<file path="src/rtl/subtractor_core_if.sv">
// subtractor_core_if
//   Operand/result bundle for subtractor_core. Clock and reset remain
//   scalar ports on the core. Signal names match the original flat ports.
//   master: drives in_valid, A, B; observes out_valid, Y, N, Z, C, V
//   slave : the subtractor core itself
interface subtractor_core_if #(
  parameter int unsigned WIDTH = 32
) ();
  logic             in_valid;
  logic [WIDTH-1:0] A;
  logic [WIDTH-1:0] B;
  logic             out_valid;
  logic [WIDTH-1:0] Y;
  logic             N;
  logic             Z;
  logic             C;
  logic             V;

  modport master (
    output in_valid, A, B,
    input  out_valid, Y, N, Z, C, V
  );

  modport slave (
    input  in_valid, A, B,
    output out_valid, Y, N, Z, C, V
  );
endinterface

</file>
<file path="src/rtl/subtractor_core.sv">
// subtractor_core
//   Registered two's-complement subtractor Y = A - B with NZCV flags.
//   One-cycle latency, accepts one operand pair per cycle, no stall.
//   When in_valid is low, Y and flags hold; out_valid drops.
// Ports
//   clk    : clock, rising edge
//   rst_n  : asynchronous active-low reset, clears every output flop
//   bus    : subtractor_core_if.slave (in_valid, A, B -> out_valid, Y, N, Z, C, V)
// Build option
//   SUBTRACTOR_SAT_EN : when defined, Y clamps to the signed limit on
//                       overflow; V and C still report the raw result.
module subtractor_core #(
  parameter int unsigned WIDTH = 32
) (
  input  logic               clk,
  input  logic               rst_n,
  subtractor_core_if.slave   bus
);

  logic [WIDTH:0]   w_sum;
  logic [WIDTH-1:0] w_raw;
  logic [WIDTH-1:0] w_y;
  logic             w_c;
  logic             w_v;

  logic             r_valid;
  logic [WIDTH-1:0] r_y;
  logic             r_n;
  logic             r_z;
  logic             r_c;
  logic             r_v;

  // A + ~B + 1 in WIDTH+1 bits: the carry out is the "no borrow" flag.
  always_comb begin
    w_sum = {1'b0, bus.A} + {1'b0, ~bus.B} + {{WIDTH{1'b0}}, 1'b1};
    w_raw = w_sum[WIDTH-1:0];
    w_c   = w_sum[WIDTH];
    w_v   = (bus.A[WIDTH-1] != bus.B[WIDTH-1]) && (w_raw[WIDTH-1] != bus.A[WIDTH-1]);
`ifdef SUBTRACTOR_SAT_EN
    // On overflow the true result lies beyond the limit on A's side.
    if (w_v) begin
      w_y = bus.A[WIDTH-1] ? {1'b1, {(WIDTH-1){1'b0}}} : {1'b0, {(WIDTH-1){1'b1}}};
    end else begin
      w_y = w_raw;
    end
`else
    w_y   = w_raw;
`endif
  end

  always_ff @(posedge clk or negedge rst_n) begin
    if (!rst_n) begin
      r_valid <= 1'b0;
      r_y     <= '0;
      r_n     <= 1'b0;
      r_z     <= 1'b0;
      r_c     <= 1'b0;
      r_v     <= 1'b0;
    end else begin
      r_valid <= bus.in_valid;
      if (bus.in_valid) begin
        r_y <= w_y;
        r_n <= w_y[WIDTH-1];
        r_z <= (w_y == '0);
        r_c <= w_c;
        r_v <= w_v;
      end
    end
  end

  assign bus.out_valid = r_valid;
  assign bus.Y         = r_y;
  assign bus.N         = r_n;
  assign bus.Z         = r_z;
  assign bus.C         = r_c;
  assign bus.V         = r_v;

endmodule

</file>
<file path="src/flat_wrapper.sv">
// flat-port wrapper written by rule: the top's interface ports become plain ports
module subtractor_core_flat 
#(
  parameter int unsigned WIDTH = 32
)
  (clk, rst_n, bus_in_valid, bus_A, bus_B, bus_out_valid, bus_Y, bus_N, bus_Z, bus_C, bus_V);
  subtractor_core_if #(.WIDTH(WIDTH)) bus_i ();
  input  logic clk;
  input  logic rst_n;
  input wire logic [$bits(bus_i.in_valid)-1:0] bus_in_valid;
  input wire logic [$bits(bus_i.A)-1:0] bus_A;
  input wire logic [$bits(bus_i.B)-1:0] bus_B;
  output wire logic [$bits(bus_i.out_valid)-1:0] bus_out_valid;
  output wire logic [$bits(bus_i.Y)-1:0] bus_Y;
  output wire logic [$bits(bus_i.N)-1:0] bus_N;
  output wire logic [$bits(bus_i.Z)-1:0] bus_Z;
  output wire logic [$bits(bus_i.C)-1:0] bus_C;
  output wire logic [$bits(bus_i.V)-1:0] bus_V;
  assign bus_i.in_valid = bus_in_valid;
  assign bus_i.A = bus_A;
  assign bus_i.B = bus_B;
  assign bus_out_valid = bus_i.out_valid;
  assign bus_Y = bus_i.Y;
  assign bus_N = bus_i.N;
  assign bus_Z = bus_i.Z;
  assign bus_C = bus_i.C;
  assign bus_V = bus_i.V;
  subtractor_core #(.WIDTH(WIDTH)) u_core (.clk(clk), .rst_n(rst_n), .bus(bus_i));
endmodule
</file>
<file path="config.mk">
export PLATFORM = sky130hd
export DESIGN_NAME = subtractor_core_flat
export DESIGN_NICKNAME = d
export VERILOG_FILES = /design/src/rtl/subtractor_core_if.sv /design/src/rtl/subtractor_core.sv /design/src/flat_wrapper.sv
export SDC_FILE = /design/constraint.sdc
export NUM_CORES = 1
export LEC_CHECK = 0
export CORE_UTILIZATION = 51
export CTS_BUF_LIST = sky130_fd_sc_hd__clkbuf_16
export DETAILED_ROUTE_END_ITERATION = 16
export PLACE_DENSITY_LB_ADDON = 0.15
export SYNTH_ARGS = -nofsm -noshare
export SYNTH_HDL_FRONTEND = slang
export SYNTH_SLANG_ARGS = --single-unit
</file>
<file path="constraint.sdc">
create_clock -name clk -period 1.2 [get_ports clk]
set_input_delay 0.3 -clock clk [delete_from_list [all_inputs] [get_ports clk]]
set_output_delay 0.3 -clock clk [all_outputs]
set_load 0.05 [all_outputs]
</file>
==> results of run 1 <==
## through the flow
| step | setup WS (ns) | utilization (%) | setup TNS, ns | instances | hold slack [ns] |
|---|---|---|---|---|---|
| floorplan | -1.56 | - | -26.49 | 395 | 0.00441 |
| global placement | -2.31 | 92.5 | -54.46 | 662 | 0.217 |
| detailed placement | -2.46 | 92.5 | -58.82 | 662 | 0.221 |
## cells by family after synthesis
kind of cell / Yosys count
mux: 21
compound gates: 119
xor+xnor: 22
fa+ha+maj: 33
buf+inv: 60
simple gates: 104
flops: 36
==> reports/summary.txt, run 1 <==
Synth Area in Compound Gates - 24.7%
EDFF count, synth - 0
Cells after synthesis - 395
Die width - 82.6 um
Rows - 29
Register area share after synthesis - 27.2%
Cts bufs inserted - 5
Postcts setup bufs - 38
Asr flop ratio synth - 100%
Cts-stage hold buffer count - 1
Cell taking the most area after synthesis - dfrtp_1
Yosys reg bits - 36
Number of I/O pins - 104
Final HPWL DP - 10800 um
Post-Synth Simple-Gate Area - 15.5%
Combinational family with the most area after synthesis - compound AO/OA/AOI/OAI gates
Stopping stage - clock tree synthesis
Tool error - [ERROR DPL-0038] Utilization greater than 100%, impossible to legalize
Ranking of synthesized cells by area - dfrtp_1 (27%), ha_1 (12%), mux2_2 (6.1%), inv_1 (5.4%), a21oi_1 (4.5%)
CTS root buffer - clkbuf_16
Sink Count - 36
Most numerous cell in the Yosys netlist - inv_1
Yosys warns - 0
Post-Synth XOR/XNOR Area - 5.82%
Routability cong. - 0.843
Die height - 82.6 um
Syn nets - 495
Clk buf depth - 2
Mux cell area share after synthesis - 7.02%
I/O Buffers - 103
CTS resizes - 256
Yosys top cell area share - 27.2%
Synth cell count leaders - inv_1 (48), dfrtp_1 (36), ha_1 (32), nand2_1 (32), a21oi_1 (30)
Placed cell area - 5840 um2
Synthesized area - 3310 um2
Main synth FF type - dfrtp_1
Status - aborted with a tool error
Max H-tree Level - 2
Post-Synth Adder-Cell Area - 12.7%
Unique masters post-synth - 66
Synthesized area per cell - 8.39 um2
Initial Util - 52.5%
==> run 2, diff against run 1 <==
- CORE_UTILIZATION: 51 -> 38
- CTS_BUF_LIST: sky130_fd_sc_hd__clkbuf_16 -> unset
==> run 2 against run 1 <==
Compared with the run above: the flow now finishes, with violations (negative setup slack); synthesized area unchanged; synthesized cell count unchanged.
==> reports/summary.txt, run 2 <==
Largest net degree at the start of global routing - 37
Initial Util - 39.7% (-13 points)
Max H-tree Level - 2 (unchanged)
Commonest non-fill, non-tap cell in the layout - buf_4
Register area share after synthesis - 27.2% (unchanged)
Most frequent cells in the layout - buf_4 (109), buf_12 (39), buf_6 (35), dfrtp_1 (35), inv_1 (26)
Combinational family with the most area after synthesis - compound AO/OA/AOI/OAI gates
Worst-case reg-to-reg path depth - 2
Die area - 9100 um2
Routed wire length - 15800 um
CTS root buffer - clkbuf_8
Pins Over Slew Limit - 0
RSZ-0062 raised after global routing - true
CTS tree - built
Die width - 95.4 um (+15%)
Max FFs per register - 31
Leakage - 0.00332 uW
Largest vdd supply drop - 602 uV
DP Cell Count - 697 (+5.3%)
Worst Hold Path EP - u_core.bus.Y[0]
Vias in the first global route - 4390
Final HPWL DP - 8410 um (-22%)
Failing checks - negative setup slack
Iteration-0 DRC Markers - 220
Cells after synthesis - 395 (unchanged)
Most numerous cell in the Yosys netlist - inv_1
Core area - 8340 um2
Number of antenna violations at the first check in global routing - 0
Final setup fails - 44
Number of I/O pins - 104 (unchanged)
# DRC - 0
Post-Synth XOR/XNOR Area - 5.82% (unchanged)
Fill cell count - 361
Worst Setup End Kind - register
Clock-pin slew on the worst setup and hold paths - 0.08 ns
Final Skew - 0 ns
Mux cell area share after synthesis - 7.02% (unchanged)
Unique masters post-synth - 66 (unchanged)
Yosys warns - 0 (unchanged)
Min Tclk post-route - 3.08 ns
Post-route cell area - 7300 um2
Routability cong. - 0.894 (+6.0%)
Synthesized area per cell - 8.39 um2 (unchanged)
Critical R2R Launch - u_core.bus.Y[22]
Tot Pwr - 8490 uW
Ranking of synthesized cells by area - dfrtp_1 (27%), ha_1 (12%), mux2_2 (6.1%), inv_1 (5.4%), a21oi_1 (4.5%)
GR Overflow Total - 0
PD cells - 1160 nW/um2
Nets - 737
Min-delay src - bus_B[0]
Synth cell count leaders - inv_1 (48), dfrtp_1 (36), ha_1 (32), nand2_1 (32), a21oi_1 (30)
CP startpoint kind - input port
Slack of the critical path - -1.88 ns
Main synth FF type - dfrtp_1
Period utilisation layout - 257%
Die height - 95.4 um (+15%)
Worst R2R Setup Slack - 0.23 ns
Cell taking the most area after synthesis - dfrtp_1
CP required - 1.40 ns
DR vias/cell - 5.91
Fin cells - 743
Setup_tns - -34.12 ns
Yosys top cell area share - 27.2% (unchanged)
DRT Pass-1 Iters - 5
Post-Synth Adder-Cell Area - 12.7% (unchanged)
I/O Buffers - 103 (unchanged)
Worst R2R End - u_core.bus.Y[22]
Clk buf depth - 2 (unchanged)
GRT Total Usage - 30.8%
Placed cell area - 5930 um2 (+1.5%)
Arrival @ worst endpoint - 3.29 ns
FMAX - 324 MHz
Syn nets - 495 (unchanged)
Slew HR - 59.4%
Via count - 4392
Status - complete, but fails checks
Asr flop ratio synth - 100% (unchanged)
Clock latency on the worst-skew pair - 0.30 ns
Area of the multi-input gates - 3360 um2
Synthesized area - 3310 um2 (unchanged)
Worst min path class - input port to register
Yosys reg bits - 36 (unchanged)
Ant diodes - 0
Cts bufs inserted - 5 (unchanged)
Fraction of layout cells with a size suffix above 1 - 62.7%
Hold Path Depth - 3
ANT nets after route - 0
EDFF count, synth - 0 (unchanged)
Area delta synth->final - 120%
Hold Vio Cnt, Final - 0
Max Cap Violations - 0
FF/Latch Area - 902 um2
Rows - 33 (+14%)
Synth Area in Compound Gates - 24.7% (unchanged)
Drt wl/cell - 21.2 um
Crit path max fanout - 5
Measured slew at the worst slew-check pin - 0.605 ns
WS Path Type - input port to register
Sink Count - 36 (unchanged)
Post-Synth Simple-Gate Area - 15.5% (unchanged)
Global-route wire length before repair - 21400 um
run 2: cell counts after synthesis:
No cell type changed its count.
run 2: how the worst max path moves through the flow:
stage	from	end	slack, ns	cells past startpoint
final	bus_A[0]	u_core.bus.Z	-1.88	16
after global routing	bus_A[0]	u_core.bus.Z	-1.93	15
after CTS	bus_A[0]	u_core.bus.Z	-1.75	14
after detailed placement	bus_A[0]	u_core.bus.Z	-2.45	14
after global placement	bus_A[0]	u_core.bus.Z	-2.30	14
after floorplan	bus_A[0]	u_core.bus.Z	-1.56	13
run 2: worst max-delay path, cell delays in order:
cell and delay, ns:
buf_8 0.09, inv_12 0.03, ha_4 0.16, fa_2 0.36, and2b_1 0.22, o2111a_2 0.28, o2111a_2 0.24, buf_6 0.11
nor2_4 0.04, a211oi_4 0.29, buf_4 0.18, o21bai_2 0.10, a21boi_2 0.24, o21a_1 0.23, o2111ai_2 0.18, o32ai_2 0.24
run 2: repair_timing:
action | 4_1_cts | 5_1_grt
setup endpoints to repair | 40 | 50
pin swaps | 113 | 61
endpoints found under the hold margin | 36 | 0
hold buffers | 1 | 0
gates resized for setup | 249 | 68
gates cloned | 1 | 0
buffers inserted | 41 | 18
run 2: metrics by stage:
stage                     utilization (%)  setup slack, ns  hold slack [ns]
final                                87.5            -1.88            0.362
after global routing                 87.5            -1.93            0.402
after CTS                            83.8            -1.75            0.370
after detailed placement             71.1            -2.45            0.285
after global placement               71.1            -2.30            0.280
after floorplan                         -            -1.56          0.00441
run 2: area by class of cell:
class | count | area share (%)
multi-input combinational | 299 | 46.0
timing repair buffer | 247 | 35.5
sequential | 36 | 12.4
inverter | 48 | 2.98
tap | 105 | 1.80
clock buffer | 8 | 1.37
run 2: routing by layer:
layer	vias up	share of wire, %	global-route usage [%]
met1	2173	37	34.4
met3	84	5.8	4.78
met5	-	0	0
met2	235	52	58.3
li1	1900	-	-
met4	0	5.3	11.2
run 2: cells by family after synthesis:
group	after synthesis
buffers and inverters	60
and+or+nand+nor	104
adders and majority gates	33
xor gates and xnor gates	22
muxes	21
DFF	36
AOI/OAI and AO/OA	119
run 2: where the power goes:
group	internal, uW	switching [uW]	total [uW]
Combinational	2910	2760	5660
Sequential	1470	341	1810
Clock	525	488	1010
No activity file was read; power rests on OpenSTA's default activity.
==> run 3, diff against run 2 <==
- CAP_MARGIN: unset -> 5
- clock period: 1.2 -> 3.57 ns (I/O delays scaled with it)
==> run 3 against run 2 <==
Compared with the run above: the flow now finishes without violations; utilization down 21 points; global-route usage down 8.0 points; worst hold slack better by 0.14 ns; clock power is 70% lower; non-clock buffer count is 55 lower; routed wire length down 37%; sequential power down 70%; die area stayed put.
==> reports/summary.txt, run 3 (synthesis gave the netlist of run 2 again) <==
Status - complete, no violations
Worst min path class - register to register
I/O Buffers - 103 (unchanged)
Worst-case reg-to-reg path depth - 2 (unchanged)
Vias in the first global route - 3579 (-18%)
Routability cong. - 0.907 (+1.4%)
Critical R2R Launch - u_core.bus.Y[7]
Die area - 9100 um2 (unchanged)
Core area - 8340 um2 (unchanged)
Die height - 95.4 um (unchanged)
Worst R2R Setup Slack - 2.71 ns (+2.48 ns)
Iteration-0 DRC Markers - 123 (-44%)
ANT nets after route - 0 (unchanged)
Fraction of layout cells with a size suffix above 1 - 32.6% (-30 points)
Cts-stage hold buffer count - 0 (-1)
Drt wl/cell - 14.4 um (-32%)
Ant diodes - 0 (unchanged)
Commonest non-fill, non-tap cell in the layout - clkdlybuf4s50_1
Worst Hold Path EP - u_core.bus.Y[20]
FMAX - 286 MHz
Slowest CP cell - fa_2
RSZ-0062 raised after global routing - true
Sink Count - 36 (unchanged)
Pint - 1200 uW (-76%)
Routed wire length - 9890 um (-37%)
Grt met1 use - 28.7% (-5.7 points)
Initial Util - 39.7% (unchanged)
GRT met2 Usage - 40.2% (-18 points)
CP max stage delay - 0.33 ns (-0.03 ns)
Crit path max fanout - 5 (unchanged)
Hold Worst Slack - 0.498 ns (+0.135 ns)
Rows - 33 (unchanged)
Post-route cell area - 5510 um2 (-25%)
Number of antenna violations at the first check in global routing - 0 (unchanged)
DP Cell Count - 673 (-3.4%)
Period utilisation layout - 97.9%
# DRC - 0 (unchanged)
CP required - 3.78 ns (+2.38 ns)
GRT Total Usage - 22.8% (-8.0 points)
CTS root buffer - clkbuf_8
Most frequent cells in the layout - clkdlybuf4s50_1 (91), buf_4 (89), inv_1 (42)
Slew HR - 42.6% (-17 points)
Final setup fails - 0 (-100%)
Nets - 682 (-7.5%)
Comb pwr share - 60.2% (-6.5 points)
FF/Latch Area - 901 um2 (-0.14%)
Clk buf depth - 2 (unchanged)
CP top delay family - compound AO/OA/AOI/OAI gates
DRT Pass-1 Iters - 4 (-1)
Number of I/O pins - 104 (unchanged)
Switching portion of total power - 43.9% (+1.7 points)
Placed cell area - 5030 um2 (-15%)
Area delta synth->final - 66.3%
Leakage - 0.00249 uW (-25%)
Global-route wire length before repair - 16300 um (-24%)
DR vias/cell - 5.24 (-11%)
Clock latency on the worst-skew pair - 0.28 ns (-0.02 ns)
WS Path Type - input port to register
Max FFs per register - 31 (unchanged)
Area of the multi-input gates - 2540 um2 (-24%)
Clock share of power - 14.2% (+2.3 points)
GR Overflow Total - 0 (unchanged)
Max Cap Violations - 0 (unchanged)
CP startpoint kind - input port
Via count - 3602 (-18%)
Min Tclk post-route - 3.50 ns
Measured slew at the worst slew-check pin - 0.861 ns (+0.256 ns)
Min-delay src - u_core.bus.Y[20]
CTS tree - built
Seq pwr share - 25.6% (+4.3 points)
PD cells - 388 nW/um2 (-67%)
Fill cell count - 712 (+97%)
Arrival @ worst endpoint - 3.70 ns (+0.41 ns)
Worst Setup End Kind - register
Met3 Usage GRT - 2.39% (-2.4 points)
Hold Path Depth - 2 (-1)
Die width - 95.4 um (unchanged)
Final Skew - 0 ns (unchanged)
GR peak layer - met2
Largest net degree at the start of global routing - 38 (+2.7%)
Clock-pin slew on the worst setup and hold paths - 0.09 ns (about the same)
Critical-path cell list - dlygate4sd2_1 > buf_4 > fa_2 > and2b_1 > o2111a_2 > o2111a_1 > nor2_1 > a211oi_1 > buf_4 > nor2_1 > xnor2_1 > nor4_2 > o2111ai_1 > o32ai_2
Largest vdd supply drop - 153 uV (-75%)
Fin cells - 688 (-7.4%)
Worst R2R End - u_core.bus.Y[7]
CP Buf/Inv Count - 3 (-1)
Hold Vio Cnt, Final - 0 (unchanged)
Pins Over Slew Limit - 0 (unchanged)
Cts bufs inserted - 5 (unchanged)
Final HPWL DP - 7670 um (-8.7%)
P_sw - 938 uW (-74%)
Max H-tree Level - 2 (unchanged)
[run 3: changes by cell type in the layout (fill, tap and decap cells not counted), sizes merged]
| cell | previous run | this run |
|---|---|---|
| buf | 190 | 92 |
| bufbuf | 1 | 0 |
| clkbuf | 14 | 5 |
| clkdlybuf4s15 | 7 | 0 |
| clkdlybuf4s50 | 18 | 91 |
| clkinv | 1 | 3 |
| dlygate4sd2 | 22 | 9 |
| dlygate4sd3 | 1 | 0 |
| dlymetal6s2s | 2 | 0 |
| inv | 47 | 48 |
[run 3: stage by stage]
stage / utilization, % / total power [uW] / setup WS (ns) / setup TNS (ns)
final: 66.1 / 2140 / 0.0742 / 0
after global routing: 66.1 / 2250 / -0.0508 / -0.0508
after CTS: 64.6 / 2120 / 0.00166 / 0
after detailed placement: 60.3 / 1760 / -0.595 / -3.38
after global placement: 60.3 / 1740 / -0.450 / -2.71
after floorplan: - / 1250 / 0.141 / 0
[run 3: how the worst max path moves through the flow]
stage	start	to	slack, ns	depth (start not counted)
floorplan	bus_A[0]	u_core.bus.Z	0.14	13
global placement	bus_A[0]	u_core.bus.Z	-0.45	15
detailed placement	bus_A[0]	u_core.bus.Z	-0.59	15
CTS	bus_B[10]	u_core.bus.Z	0.002	13
global route	bus_B[5]	u_core.bus.Z	-0.05	13
finish	bus_B[1]	u_core.bus.Z	0.07	14
[run 3: repair_timing]
action,CTS,global route
endpoints found under the setup margin,5,5
gates resized for setup,63,25
buffers inserted,8,0
pin swaps,34,19
[run 3: worst reg2reg max path, stage by stage (launching register included)]
cell     delay, ns
dfrtp_1       0.39
nor2b_1       0.14
a31o_2        0.22
[run 3: layer usage]
layer | vias up | part of all wire [%]
met4 | 0 | 2.3
met3 | 17 | 3.8
li1 | 1785 | -
met1 | 1705 | 45
met5 | - | 0
met2 | 95 | 49
[run 3: layout make-up]
cell class	count	area share, %
Clock inverter	3	0.341
Sequential cell	36	16.3
Inverter	48	3.27
Clock buffer	5	1.25
Timing Repair Buffer	192	30.4
Tap cell	105	2.38
Multi-Input combinational cell	299	46.0
[run 3: power groups by stage]
stage          Combinational (uW)  Sequential [uW]  Clock [uW]
2_1_floorplan                 400              850           0
3_3_place_gp                 1190              553           0
3_5_place_dp                 1200              555           0
4_1_cts                      1260              547         311
5_1_grt                      1380              557         322
6_report                     1290              547         303
==> run 4, diff against run 3 <==
--- a/config.mk
+++ b/config.mk
@@ -6,7 +6,7 @@
 export NUM_CORES = 1
 export LEC_CHECK = 0
-export CAP_MARGIN = 5
 export CORE_UTILIZATION = 38
 export DETAILED_ROUTE_END_ITERATION = 16
+export HOLD_SLACK_MARGIN = 0.06
 export PLACE_DENSITY_LB_ADDON = 0.15
 export SYNTH_ARGS = -nofsm -noshare
==> constraint.sdc (replaced) <==
create_clock -name clk -period 3.57 [get_ports clk]
set_input_delay 0.357 -clock clk [delete_from_list [all_inputs] [get_ports clk]]
set_output_delay 0.357 -clock clk [all_outputs]
set_load 0.05 [all_outputs]
==> run 4 against run 3 <==
Compared with the run above: worst hold slack got worse by 0.31 ns; total power decreased by 9.3%; first-iteration DRC count increased by 8.9%; register-to-register slack improved by 0.02 ns; combinational power decreased by 16%; utilization decreased by 10 points; critical path type unchanged; critical endpoint unchanged; highest routed layer unchanged.
==> reports/summary.txt, run 4 (synthesis gave the netlist of run 2 again) <==
Status - complete, no violations
Sink Count - 36 (unchanged)
Worst min path class - input port to asynchronous set/reset pin
Slowest CP cell - clkdlybuf4s50_1
GRT Total Usage - 21.0% (-1.8 points)
Clock latency on the worst-skew pair - 0.28 ns (about the same)
Number of antenna violations at the first check in global routing - 0 (unchanged)
Number of I/O pins - 104 (unchanged)
Pins Over Slew Limit - 0 (unchanged)
RSZ-0062 raised after global routing - false
Most frequent cells in the layout - clkdlybuf4s50_1 (102), inv_1 (48), dfrtp_1 (36)
CP startpoint kind - input port
Cts-stage hold buffer count - 0 (unchanged)
Period utilisation layout - 94.1% (-3.9 points)
Crit path max fanout - 6 (+1)
# DRC - 0 (unchanged)
Vias in the first global route - 3189 (-11%)
Hold Worst Slack - 0.192 ns (-0.306 ns)
Hold Vio Cnt, Final - 0 (unchanged)
CP required - 3.78 ns (about the same)
Postcts setup bufs - 0 (-8)
Nets - 613 (-10%)
Slew HR - 40.2% (-2.4 points)
Critical R2R Launch - u_core.bus.Y[7]
Clock-pin slew on the worst setup and hold paths - 0.09 ns (about the same)
Initial Util - 39.7% (unchanged)
PD cells - 416 nW/um2 (+7.4%)
Fraction of layout cells with a size suffix above 1 - 13.0% (-20 points)
Drt wl/cell - 14.6 um (+1.5%)
Largest vdd supply drop - 166 uV (+8.1%)
CP Buf/Inv Count - 3 (unchanged)
DRT Pass-1 Iters - 4 (unchanged)
CP top delay family - compound AO/OA/AOI/OAI gates
Max H-tree Level - 2 (unchanged)
DR vias/cell - 5.28 (+0.93%)
Final HPWL DP - 7320 um (-4.6%)
Leakage - 0.00213 uW (-15%)
DP Cell Count - 611 (-9.2%)
ANT nets after route - 0 (unchanged)
Global-route wire length before repair - 15000 um (-8.3%)
Max FFs per register - 31 (unchanged)
Ant diodes - 0 (unchanged)
Arrival @ worst endpoint - 3.57 ns (-0.13 ns)
Die width - 95.4 um (unchanged)
Worst setup path startpoint - bus_A[0]
Crit path depth - 15 (+1)
Min Tclk post-route - 3.36 ns (-0.138 ns)
CTS tree - built
CTS root buffer - clkbuf_8
GR Overflow Total - 0 (unchanged)
Area delta synth->final - 40.5%
Top cell by count, worst path - nor2_1
Final Skew - 0 ns (unchanged)
Worst-case reg-to-reg path depth - 2 (unchanged)
CP max stage delay - 0.45 ns (+0.12 ns)
CTS resizes - 0 (-100%)
Worst Setup End Kind - register
Fin cells - 619 (-10%)
WS Path Type - input port to register
Core area - 8340 um2 (unchanged)
Clk buf depth - 2 (unchanged)
Critical-path cell list - clkdlybuf4s50_1 > inv_1 > ha_1 > fa_1 > and2b_1 > o2111a_2 > o2111a_1 > nor2_1 > a211oi_1 > buf_4 > nor2_1 > xnor2_1 > nor4_1 > o2111ai_1 > o32ai_2
Final setup fails - 0 (unchanged)
Routed wire length - 9030 um (-8.7%)
Max Cap Violations - 0 (unchanged)
Commonest non-fill, non-tap cell in the layout - clkdlybuf4s50_1
Die height - 95.4 um (unchanged)
Measured slew at the worst slew-check pin - 0.897 ns (+0.0360 ns)
Die area - 9100 um2 (unchanged)
I/O Buffers - 103 (unchanged)
FMAX - 298 MHz (+4.1%)
Rows - 33 (unchanged)
Cts bufs inserted - 5 (unchanged)
Via count - 3271 (-9.2%)
Iteration-0 DRC Markers - 134 (+8.9%)
Largest net degree at the start of global routing - 38 (unchanged)
Routability cong. - 0.892 (-1.6%)
[run 4: changes by cell type in the layout (fill, tap and decap cells not counted), sizes merged]
cell,previous run,this run
clkdlybuf4s50,91,102
dlygate4sd2,9,0
buf,92,21
[run 4: path summary, 6_finish.rpt]
check | endpoint | slack, ns
hold / removal | u_core.bus.Z | 0.19
setup reg to reg | u_core.bus.Y[7] | 2.73
hold reg to reg | u_core.bus.Y[23] | 0.49
setup / recovery | u_core.bus.Z | 0.21
min in group clk | u_core.bus.Y[23] | 0.49
max in group asynchronous | u_core.bus.C | 2.82
[run 4: through the flow]
step                instance area (um2)  util (%)  total power (uW)  TNS [ns]  setup slack, ns
global route                       4650      55.8              2050         0          0.00749
CTS                                4650      55.8              1950         0            0.199
floorplan                          3310         -              1250         0            0.677
detailed placement                 4570      54.8              1650    -0.110           -0.110
finish                             4650      55.8              1940         0            0.212
global placement                   4570      54.8              1640         0           0.0601
[run 4: per-layer routing]
metal	up-vias	wire [um]	global-route usage, %
met5	-	0	0
met4	0	114	5.35
met3	9	345	2.31
met2	82	4330	36.7
met1	1533	4230	27.3
li1	1647	-	-
[run 4: final cells by class]
class	count	area, um2
Clock buffer	5	68.8
Clock inverter	3	18.8
Fill cell	807	3690
Inverter	48	180
Multi-Input combinational cell	299	2180
Sequential cell	36	901
Tap cell	105	131
Timing Repair Buffer	123	1180
[run 4: where the power goes]
group / leakage [uW] / internal, uW / total (uW) / switching (uW)
Sequential: 0.000426 / 494 / 545 / 51.0
Combinational: 0.00165 / 437 / 1090 / 656
Clock: 0.0000479 / 136 / 301 / 164
Total: 0.00213 / 1070 / 1940 / 871
